### src/rtl/tx_framer.sv
`default_nettype none
// ============================================================================
//  Module      : tx_framer
//  Description : Frame-synchronising stage between the bit packer and the
//                UART transmit stream. Every output frame starts with the
//                two-byte sync header (sync0_p, sync1_p), followed by exactly
//                frame_bytes_p payload bytes taken from the packer. The host
//                uses the header to realign after dropped bytes.
//                The output is a single registered entry with ready/valid
//                flow control; input flow control is through ready_o only.
//  Options     : TX_FRAMER_CHECKSUM_EN - when defined, an XOR checksum of the
//                frame's payload bytes is appended after the last payload
//                byte (frame length frame_bytes_p + 3 instead of + 2).
//  Ports       :
//     clk_i         in   1                  clock
//     reset_i       in   1                  synchronous reset, active low
//     ready_o       out  1                  framer accepts a payload byte
//     valid_i       in   1                  packer byte valid
//     data_i        in   width_p            packed payload byte
//     ready_i       in   1                  downstream ready
//     valid_o       out  1                  output byte valid
//     data_o        out  width_p            header, payload or checksum byte
//     frame_done_o  out  1                  pulse after a frame's last byte
//                                           has transferred
//     byte_count_o  out  clog2(fb+1)        payload bytes accepted in frame
//  Revision    : 1.0  initial release
// ============================================================================
module tx_framer #(
   parameter int                 width_p       = 8,
   parameter int                 frame_bytes_p = 3180,
   parameter logic [width_p-1:0] sync0_p       = 8'hA5,
   parameter logic [width_p-1:0] sync1_p       = 8'h5A
) (
   input  logic                                   clk_i,
   input  logic                                   reset_i,
   output logic                                   ready_o,
   input  logic                                   valid_i,
   input  logic [width_p-1:0]                     data_i,
   input  logic                                   ready_i,
   output logic                                   valid_o,
   output logic [width_p-1:0]                     data_o,
   output logic                                   frame_done_o,
   output logic [$clog2(frame_bytes_p+1)-1:0]     byte_count_o
);

   localparam int COUNT_W = $clog2(frame_bytes_p + 1);

   // Count value held just before the final payload handshake of a frame.
   localparam logic [COUNT_W-1:0] COUNT_LAST = COUNT_W'(frame_bytes_p - 1);
   localparam logic [COUNT_W-1:0] COUNT_ONE  = COUNT_W'(1);

   localparam logic [2:0] IDLE    = 3'd0;
   localparam logic [2:0] HDR1    = 3'd1;
   localparam logic [2:0] PAYLOAD = 3'd2;
   localparam logic [2:0] LAST    = 3'd3;
`ifdef TX_FRAMER_CHECKSUM_EN
   localparam logic [2:0] CSUM    = 3'd4;
`endif

   logic [2:0]          state;
   logic [2:0]          state_nxt;
   logic                can_load;
   logic                out_fire;
   logic                in_fire;
   logic                load_en;
   logic [width_p-1:0]  load_data;
   logic [COUNT_W-1:0]  count_nxt;
   logic                done_nxt;
`ifdef TX_FRAMER_CHECKSUM_EN
   logic [width_p-1:0]  csum;
   logic [width_p-1:0]  csum_nxt;
`endif

   // The output entry can take a new byte when it is empty or is being
   // drained this cycle; draining and loading in the same cycle avoids a
   // bubble.
   assign can_load = !valid_o || ready_i;
   assign out_fire = valid_o && ready_i;

   // Payload is only taken while the frame body is being emitted, so header
   // and checksum slots stall the packer rather than dropping its bytes.
   assign ready_o  = (state == PAYLOAD) && can_load;
   assign in_fire  = valid_i && ready_o;

   // -------------------------------------------------------------------------
   // Next-state and output-entry load selection
   // -------------------------------------------------------------------------
   always_comb begin
      state_nxt = state;
      load_en   = 1'b0;
      load_data = data_o;
      count_nxt = byte_count_o;
      done_nxt  = 1'b0;
`ifdef TX_FRAMER_CHECKSUM_EN
      csum_nxt  = csum;
`endif

      case (state)
         IDLE: begin
            // A pending input byte opens a frame but is not consumed yet.
            if (valid_i && can_load) begin
               load_en   = 1'b1;
               load_data = sync0_p;
               state_nxt = HDR1;
            end
         end

         HDR1: begin
            if (can_load) begin
               load_en   = 1'b1;
               load_data = sync1_p;
               state_nxt = PAYLOAD;
            end
         end

         PAYLOAD: begin
            if (in_fire) begin
               load_en   = 1'b1;
               load_data = data_i;
               count_nxt = byte_count_o + COUNT_ONE;
`ifdef TX_FRAMER_CHECKSUM_EN
               csum_nxt  = csum ^ data_i;
`endif
               if (byte_count_o == COUNT_LAST) begin
`ifdef TX_FRAMER_CHECKSUM_EN
                  state_nxt = CSUM;
`else
                  state_nxt = LAST;
`endif
               end
            end
         end

`ifdef TX_FRAMER_CHECKSUM_EN
         CSUM: begin
            // csum already includes the final payload byte here.
            if (can_load) begin
               load_en   = 1'b1;
               load_data = csum;
               state_nxt = LAST;
            end
         end
`endif

         LAST: begin
            // The entry holds the frame's final byte; close the frame on the
            // edge where it leaves.
            if (out_fire) begin
               done_nxt  = 1'b1;
               count_nxt = '0;
`ifdef TX_FRAMER_CHECKSUM_EN
               csum_nxt  = '0;
`endif
               state_nxt = IDLE;
            end
         end

         default: begin
            state_nxt = IDLE;
         end
      endcase
   end

   // -------------------------------------------------------------------------
   // State, counters and the single-entry output register
   // -------------------------------------------------------------------------
   always_ff @(posedge clk_i) begin
      if (!reset_i) begin
         state        <= IDLE;
         valid_o      <= 1'b0;
         data_o       <= '0;
         frame_done_o <= 1'b0;
         byte_count_o <= '0;
`ifdef TX_FRAMER_CHECKSUM_EN
         csum         <= '0;
`endif
      end else begin
         state        <= state_nxt;
         frame_done_o <= done_nxt;
         byte_count_o <= count_nxt;
`ifdef TX_FRAMER_CHECKSUM_EN
         csum         <= csum_nxt;
`endif
         // Under backpressure (valid_o & !ready_i) can_load is low, so no
         // load happens and the entry holds its byte unchanged.
         if (load_en) begin
            valid_o <= 1'b1;
            data_o  <= load_data;
         end else if (out_fire) begin
            valid_o <= 1'b0;
         end
      end
   end

endmodule
`default_nettype wire
### config.mk
export PLATFORM = sky130hd
export DESIGN_NAME = tx_framer
export DESIGN_NICKNAME = d
export VERILOG_FILES = /design/src/rtl/tx_framer.sv
export SDC_FILE = /design/constraint.sdc
export NUM_CORES = 1
export LEC_CHECK = 0
export CAP_MARGIN = 20
export CORE_UTILIZATION = 51
export DETAILED_ROUTE_END_ITERATION = 8
export HOLD_SLACK_MARGIN = 0.12
export PLACE_DENSITY = 0.88
export REMOVE_ABC_BUFFERS = 1
export SLEW_MARGIN = 30
export SYNTH_ARGS = -nofsm -noshare
export SYNTH_HDL_FRONTEND = slang
export SYNTH_SLANG_ARGS = --single-unit
### constraint.sdc
create_clock -name clk_i -period 3.4 [get_ports clk_i]
set_input_delay 0.68 -clock clk_i [delete_from_list [all_inputs] [get_ports clk_i]]
set_output_delay 0.68 -clock clk_i [all_outputs]
set_load 0.1 [all_outputs]
# After elaboration in Yosys (flattened, before gate mapping)
# Cells that the tools add are included.
totals:
  rom_bits: 0
  mem_bits_rw: 0
  latchBits: 0
  out_inout_bits: 23
  n_memories: 0
  in_bits: 12
  reg_bits: 25
classes:
  n_mul: 0
  mux: 20
  magnitude_cmp: 0
  addsub: 1
  n_eq_ne: 9
  div: 0
  bitwise_logic: 0
  n_shift: 0
  n_reduce_logical: 14
ops:
  columns: ["operator", "n"]
  rows:
  - ["two-way mux 12 bit", 2]
  - ["two-way mux 8 bit", 3]
  - ["one-hot mux 12 bit (2 select lines)", 1]
  - ["one-hot mux 8 bit (3 select lines)", 1]
  - ["two-way mux 3 bit", 5]
  - ["adder 12 x 1 -> 12 bit, second input constant", 1]
  - ["== test 12 bit, second input constant", 1]
  - ["one-hot mux 3 bit (4 select lines)", 1]
  - ["AND reduction 5 bit", 2]
  - ["!= test 2 bit, second input constant", 4]
  - ["== test 3 x 2 -> 1 bit, second input constant", 2]
  - ["two-way mux 1 bit", 6]
  - ["logical AND 1 bit", 4]
  - ["nonzero test 2 bit", 2]
  - ["== test 3 x 1 -> 1 bit, second input constant", 1]
  - ["logical NOT 3 bit", 1]
  - ["one-hot mux 1 bit (3 select lines)", 1]
  - ["AND reduction 3 bit", 1]
  - ["nonzero test 3 bit", 1]
  - ["!= test 2 x 1 -> 1 bit, second input constant", 1]
  - ["AND reduction 2 bit", 1]
  - ["logical NOT 1 bit", 1]
  - ["logical OR 1 bit", 1]

# Depth between registers and ports, before layout
# Gate-level depths: netlist (run 1).
logic_depth:
  word_depth: 7
  ltp_mapped: 8
  mapped_depth_nobuf: 6

# Worst setup path after synthesis (run 1)
# OpenSTA, ideal clock, no wires.
synth_path:
  kind: "reg2out"
  from: "register valid_o"
  to: "output ready_o"
  path_slack_ns: 0.402
  arrival_time_ns: 2.318
  required_ns: 2.720
  path_stages_with_launch: 3
  path_cell_list: "dfxtp_1 > nor2b_4 > nor2b_1"
synth_via:
  elab_chain_len: 3
synth_rtl:
  columns: ["item", "line", "source"]
  rows:
  - ["start, declared", "40", "output logic valid_o,"]
  - ["start signal, assigned", "170", "valid_o <= 1'b0;"]
  - ["start signal, assigned", "187", "valid_o <= 1'b1;"]
  - ["start signal, assigned", "190", "valid_o <= 1'b0;"]
  - ["logical NOT 1 bit", "77", "assign can_load = !valid_o || ready_i;"]
  - ["logical OR 1 bit", "77", null]
  - ["logical AND 1 bit", "82", "assign ready_o = (state == PAYLOAD) && can_load;"]
  - ["end, declared", "36", "output logic ready_o,"]
# Every way passes these cells.

# Final worst setup path (run 1)
layout_path:
  from: "register data_o[3]"
  to: "output data_o[3]"
layout_rtl:
  columns: ["item", "line", "source"]
  rows:
  - ["start, declared", "41", "output logic [width_p-1:0] data_o,"]
  - ["start signal, assigned", "188", "data_o <= load_data;"]
# No word-level cell between the ends.

==> results of run 1 <==
## cell usage after synthesis, types with 2 or more instances
cell type  instances  area share (%)
a211oi_1           2             1.2
a211oi_2           2             2.0
a21oi_1           19             7.5
clkbuf_1           3            0.88
dfxtp_1           24              38
ha_1               6             5.9
inv_1              7             2.1
mux2i_1            3             2.4
nand2_1            9             2.6
nand2b_1           5             2.5
nand3_1            3             1.2
nand4_1            2            0.98
nand4b_1           2             1.4
nor2_1            11             3.2
nor2b_1            2            0.98
o211ai_1           4             2.4
o21ai_0            6             2.4
o31ai_1            8             4.7
or3_1              5             2.5
or4_1              6             3.5
## metal layers
metal | routed length, um | up-vias | GRT usage [%]
li1 | - | 606 | -
met1 | 1190 | 619 | 25.6
met2 | 1470 | 40 | 43.6
met3 | 180 | 4 | 3.22
met4 | 24 | 0 | 11.3
met5 | 0 | - | 0
## final cells by class
class / count / area [um2]
tap: 28 / 35.0
timing repair buffer: 35 / 313
fill: 181 / 652
sequential: 24 / 480
clock buffer: 4 / 36.3
multi-input combinational: 108 / 733
inverter: 7 / 26.3
## where the power goes
part	internal (mW)	total (mW)	switching (mW)
Combinational	0.220	0.745	0.526
Clock	0.0654	0.148	0.0829
Sequential	0.330	0.370	0.0406
## kinds of logic (layout without fill, tap and decap cells)
kind of cell               count (synthesis)  count (layout)  share of synthesized area, %
and+or+nand+nor                           53              53                          24.9
AOI/OAI and AO/OA                         44              44                          22.8
DFF                                       24              24                          37.7
buffers and inverters                     13              46                          4.81
adders and majority gates                  6               6                          5.89
muxes                                      4               4                          3.24
xor gates and xnor gates                   1               1                         0.687
## per-stage QoR
| stage | utilization (%) | hold WS, ns | instances | setup WS [ns] |
|---|---|---|---|---|
| 5_1_grt | 71.4 | 0.494 | 206 | 0.858 |
| 2_1_floorplan | - | 0.486 | 139 | 0.402 |
| 3_3_place_gp | 69.8 | 0.456 | 202 | 0.867 |
| 4_1_cts | 71.4 | 0.481 | 206 | 0.897 |
| 6_report | 71.4 | 0.479 | 206 | 0.909 |
| 3_5_place_dp | 69.8 | 0.463 | 202 | 0.746 |
## path summary, 6_finish.rpt
kind | end | slack [ns] | depth (start not counted)
worst max-delay path | data_o[3] | 0.91 | 1
worst min-delay path | data_o[6] | 0.48 | 2
worst max register to register | data_o[3] | 1.07 | 6
worst min register to register | data_o[6] | 0.48 | 2
## registers in the layout, indices dropped and copies added (netlist names)
register and cells:
byte_count_o 12, data_o 8, state 2, frame_done_o 1, valid_o 1
==> reports/metrics.cfg, run 1 <==
[sta]
normalized_max_slew_margin_pct = 35.1
finalSetupTns_ns = 0
drv_slew = 0
clock_skew_ns = 0.00279
finalHoldViolCount = 0
achievable-frequency_mhz = 401
setup_repair_after_global_routing_missed_its_margin = false
report.final.setup_viol = 0
timing_worst_slew_pin_value_ns = 0.971
layout_min_cycle_time_ns = 2.49
fin_crit_sh_pct = 73.3

[final_layout]
final_common_cell = dfxtp_1
layout-drive-gt1-share_pct = 14.6
final_nets = 197
num_antenna_cells = 0
final_cell_mix = 24 x dfxtp_1, 20 x clkdlybuf4s50_1, 19 x a21oi_1, 15 x buf_4, 11 x nor2_1
flow.area_growth_from_synthesis_pct = 27.4
design_area_mm2 = 0.00162

[setup_path]
cp_data_required_time_ns = 2.72
start_kind = flop
critical_path.n_buffers_inverters = 1
cp.arrival_ns = 1.81
critPathCaptureType = output pin
cpLargestDelayFamily = buffers and inverters
path_max_fanout = 2
r2r-start = state[0]
worst_path_largest_cell_delay_ns = 1.14
worstPathCellList = clkdlybuf4s50_1
setup.worst_path.class = reg2out
crit_slowest_cell = clkdlybuf4s50_1
crit_start = data_o[3]

[floorplan]
pin_count = 35
floorplan.initialDensity_pct = 56.0
vertical_extent_of_the_die_um = 52
die-width_um = 52
die_area_mm2 = 0.00270
core.rowCount = 17
design.core.area_mm2 = 0.00228

[global_route]
maximum_number_of_pins_on_one_net_before_global_route_repair = 17
grt_first_pass_wirelength_um = 4750
grt_ovf = 0
gr-usage-all-layers_pct = 23.5
antenna_found_initial = 0
first_global_vias = 1144

[detailed_routing]
drt_drc_violations_left = 0
total_iterations_of_the_first_detailed_routing_run = 4
detailroute.via_count = 1269
postRouteAntennaNets = 0
drt-vias-per-instance = 6.16
postRouteWirelength_um = 2870
drt_iter0_drc = 26
wl_per_cell_um = 13.9

[flow_run]
cap_viol_max_count = 0

[clocking]
hold_buffers = 0
h-tree-depth = 1
max_buffers_root_to_sink = 2
cts.reportedPaths.clkPinSlew_ns = 0.13
clock-sinks = 24
post_cts_buffers = 0
cts_buffers = 3
cts_root_buf = clkbuf_4
post_cts_resized = 0
clock_tree_from_tritoncts = done
clock_latency_ns = 0.31

[power_and_ir_drop]
standby_leakage_power_nw = 0.583
power.total_mw = 1.26
vdd_drop_max_mv = 0.720
power_per_cell_area_mw_per_mm2 = 778

[synthesis]
synth_cell_type_count = 36
synth_warnings = 0
synth_edf_count = 0
syn_avg_cell_area_um2 = 8.79
post_synth_instance_area_mm2 = 0.00127
synth_async_sr_flop_share_pct = 0
synthCells = 145
synth-seq-area-share_pct = 37.7
ys_ff_latch = 24
yosys_most_used_dff = dfxtp_1

[min_path]
timing.hold.worst.start = data_o[6]
worst_hold_path_type = reg2reg

[run_status]
run_status = finished, final reports clean

[placement]
place.port_buffers = 34
dp.final_hpwl_um = 2130
post_detailed_placement_cell_area_mm2 = 0.00159
gp_congestion = 0.809

No activity file was read; power rests on OpenSTA's default activity.
==> inputs of run 2 (changes only) <==
--- a/config.mk
+++ b/config.mk
@@ -6,10 +6,10 @@
 export NUM_CORES = 1
 export LEC_CHECK = 0
 export CAP_MARGIN = 20
-export CORE_UTILIZATION = 51
+export CORE_UTILIZATION = 47
 export DETAILED_ROUTE_END_ITERATION = 8
 export HOLD_SLACK_MARGIN = 0.12
-export PLACE_DENSITY = 0.88
+export PLACE_DENSITY = 0.82
 export REMOVE_ABC_BUFFERS = 1
 export SLEW_MARGIN = 30
 export SYNTH_ARGS = -nofsm -noshare
==> constraint.sdc (replaced) <==
create_clock -name clk_i -period 2.4 [get_ports clk_i]
set_input_delay 0.48 -clock clk_i [delete_from_list [all_inputs] [get_ports clk_i]]
set_output_delay 0.48 -clock clk_i [all_outputs]
set_load 0.1 [all_outputs]
==> run 2 against run 1 <==
  * Clock power up 45%
  * Die area up 8.2%
  * Global-route usage down 2.1 points
  * Wire length down 2.3%
  * Sequential cell count unchanged
  * Sequential share of layout area down 0.40 points
  * First-iteration DRC count down 58%
  * Critical path type is now reg2reg
  * Worst hold slack worse by 0.0034 ns
  * Critical path depth up 6
  * Clock skew up 0.0061 ns
  * Combinational power up 46%
  * Largest power group unchanged
==> reports/metrics.cfg, run 2 (synthesized netlist as in run 1, its figures left out) <==
[power_and_ir_drop]
internal_power_mw = 0.900
p_clk_share_pct = 11.7
standby_leakage_power_nw = 0.622
power_per_cell_area_mw_per_mm2 = 1110
vdd_drop_max_mv = 0.939
power.share.sequential_pct = 28.6
power_switching_share_pct = 50.8
comb_power_share_pct = 59.6
power.switching_mw = 0.931

[min_path]
timing.hold.worst_endpoint = data_o[3]
worst_hold_path_type = reg2reg
timing.hold.worst.start = data_o[3]
min_path_cells = 2

[clocking]
cts_buffers = 3
h-tree-depth = 1
clock_tree_from_tritoncts = done
post_cts_resized = 0
post_cts_buffers = 0
cts_root_buf = clkbuf_4
clock_latency_ns = 0.31
clock-sinks = 24
hold_buffers = 0
max_buffers_root_to_sink = 2
cts.reportedPaths.clkPinSlew_ns = 0.14

[floorplan]
floorplan.initialDensity_pct = 50.5
core.rowCount = 18
die_area_mm2 = 0.00293
vertical_extent_of_the_die_um = 54.1
die-width_um = 54.1
pin_count = 35
design.core.area_mm2 = 0.00252

[sta]
worst_hold_slack_ns = 0.475
drv_slew = 0
achievable-frequency_mhz = 449
fin_crit_sh_pct = 92.9
setup_repair_after_global_routing_missed_its_margin = false
layout_min_cycle_time_ns = 2.23
finalHoldViolCount = 0
timing_worst_slew_pin_value_ns = 0.528
layout_setup_ws_ns = 0.171
report.final.setup_viol = 0
clock_skew_ns = 0.00889
normalized_max_slew_margin_pct = 64.7

[placement]
gp_congestion = 0.845
place.port_buffers = 34
preCtsSetupSlack_ns = 0.155
dp.final_hpwl_um = 2120

[setup_path]
r2r_slack_ns = 0.17
r2r-start = state[0]
setup.worst_path.class = reg2reg
critical_path.reg2reg.endpoint = byte_count_o[11]
critPathCaptureType = flop
start_kind = flop
cp.arrival_ns = 2.49
path_max_fanout = 8
cp_data_required_time_ns = 2.66
worstRegToRegCells = 7

[detailed_routing]
drt-vias-per-instance = 5.67
detailroute.via_count = 1202
wl_per_cell_um = 13.2
postRouteWirelength_um = 2800
drt_iter0_drc = 11
total_iterations_of_the_first_detailed_routing_run = 4
postRouteAntennaNets = 0
drt_drc_violations_left = 0

[final_layout]
largest_register_ff_count = 12
num_antenna_cells = 0
final_common_cell = buf_4
reg.largest.list = byte_count_o (12), data_o (8), state (2)
num-fill-cells = 210
largest-register = byte_count_o
final_cell_mix = 27 x buf_4, 24 x dfxtp_1, 19 x a21oi_1, 11 x nor2_1, 11 x clkdlybuf4s50_1
flow.area_growth_from_synthesis_pct = 29.1
sequential_cell_area_um2 = 480
multiInputGateArea_um2 = 733
final_nets = 201
layout-drive-gt1-share_pct = 21.4

[flow_run]
cap_viol_max_count = 0

[global_route]
use_met1_pct = 22.6
first_global_vias = 1156
groute.layer.met3.usage_pct = 3.95
grt_ovf = 0
gr-usage-met2_pct = 37.9
grt_most_used_layer = met2
antenna_found_initial = 0
gr-usage-all-layers_pct = 21.4
maximum_number_of_pins_on_one_net_before_global_route_repair = 16
grt_first_pass_wirelength_um = 4510

[run_status]
run_status = finished, final reports clean

==> run 2: changes by cell type in the layout (fill, tap and decap cells not counted), sizes merged <==
cell           delta
clkdlybuf4s50     -9
buf              +13
==> run 2: per-stage QoR <==
stage	instance area [um2]	utilization, %	total power [mW]	cells	setup TNS, ns
floorplan	1240	-	1.36	139	-0.398
global placement	1610	63.8	1.59	208	0
detailed placement	1610	63.8	1.63	208	0
CTS	1650	65.3	1.84	212	0
global route	1650	65.3	1.94	212	0
finish	1650	65.3	1.83	212	0
==> run 2: cell type report <==
cell class / instances / area share (%)
multi-input combinational: 108 / 44.5
inverter: 7 / 1.60
timing repair buffer: 39 / 20.2
tap: 30 / 2.28
sequential: 24 / 29.2
clock buffer: 4 / 2.20
==> run 2: how the worst max path moves through the flow <==
| stage | slack (ns) | endpoint | start |
|---|---|---|---|
| final | 0.17 | byte_count_o[11] | state[0] |
| after global routing | 0.01 | byte_count_o[11] | state[0] |
| after CTS | 0.17 | byte_count_o[11] | state[0] |
| after detailed placement | 0.15 | byte_count_o[9] | ready_i |
| after global placement | 0.23 | byte_count_o[11] | ready_i |
| after floorplan | -0.40 | ready_o | valid_o |
==> run 2: worst max-delay path, stage by stage (launching register included) <==
cell,delay (ns)
dfxtp_1,0.44
inv_1,0.09
ha_1,0.29
buf_4,0.19
mux2_2,0.26
nand4_1,0.23
or4_1,0.52
a21oi_1,0.14
==> run 2: power by group through the flow <==
| stage | combinational [mW] | clock, mW | sequential (mW) |
|---|---|---|---|
| floorplan | 0.459 | 0 | 0.901 |
| global placement | 1.07 | 0 | 0.529 |
| detailed placement | 1.09 | 0 | 0.533 |
| CTS | 1.09 | 0.224 | 0.525 |
| global route | 1.15 | 0.247 | 0.537 |
| finish | 1.09 | 0.215 | 0.524 |
==> run 2: layer usage <==
| layer | vias to the layer above | wire (um) |
|---|---|---|
| met5 | - | 0 |
| met4 | 0 | 69 |
| met3 | 7 | 136 |
| met2 | 31 | 1350 |
| met1 | 563 | 1250 |
| li1 | 601 | - |
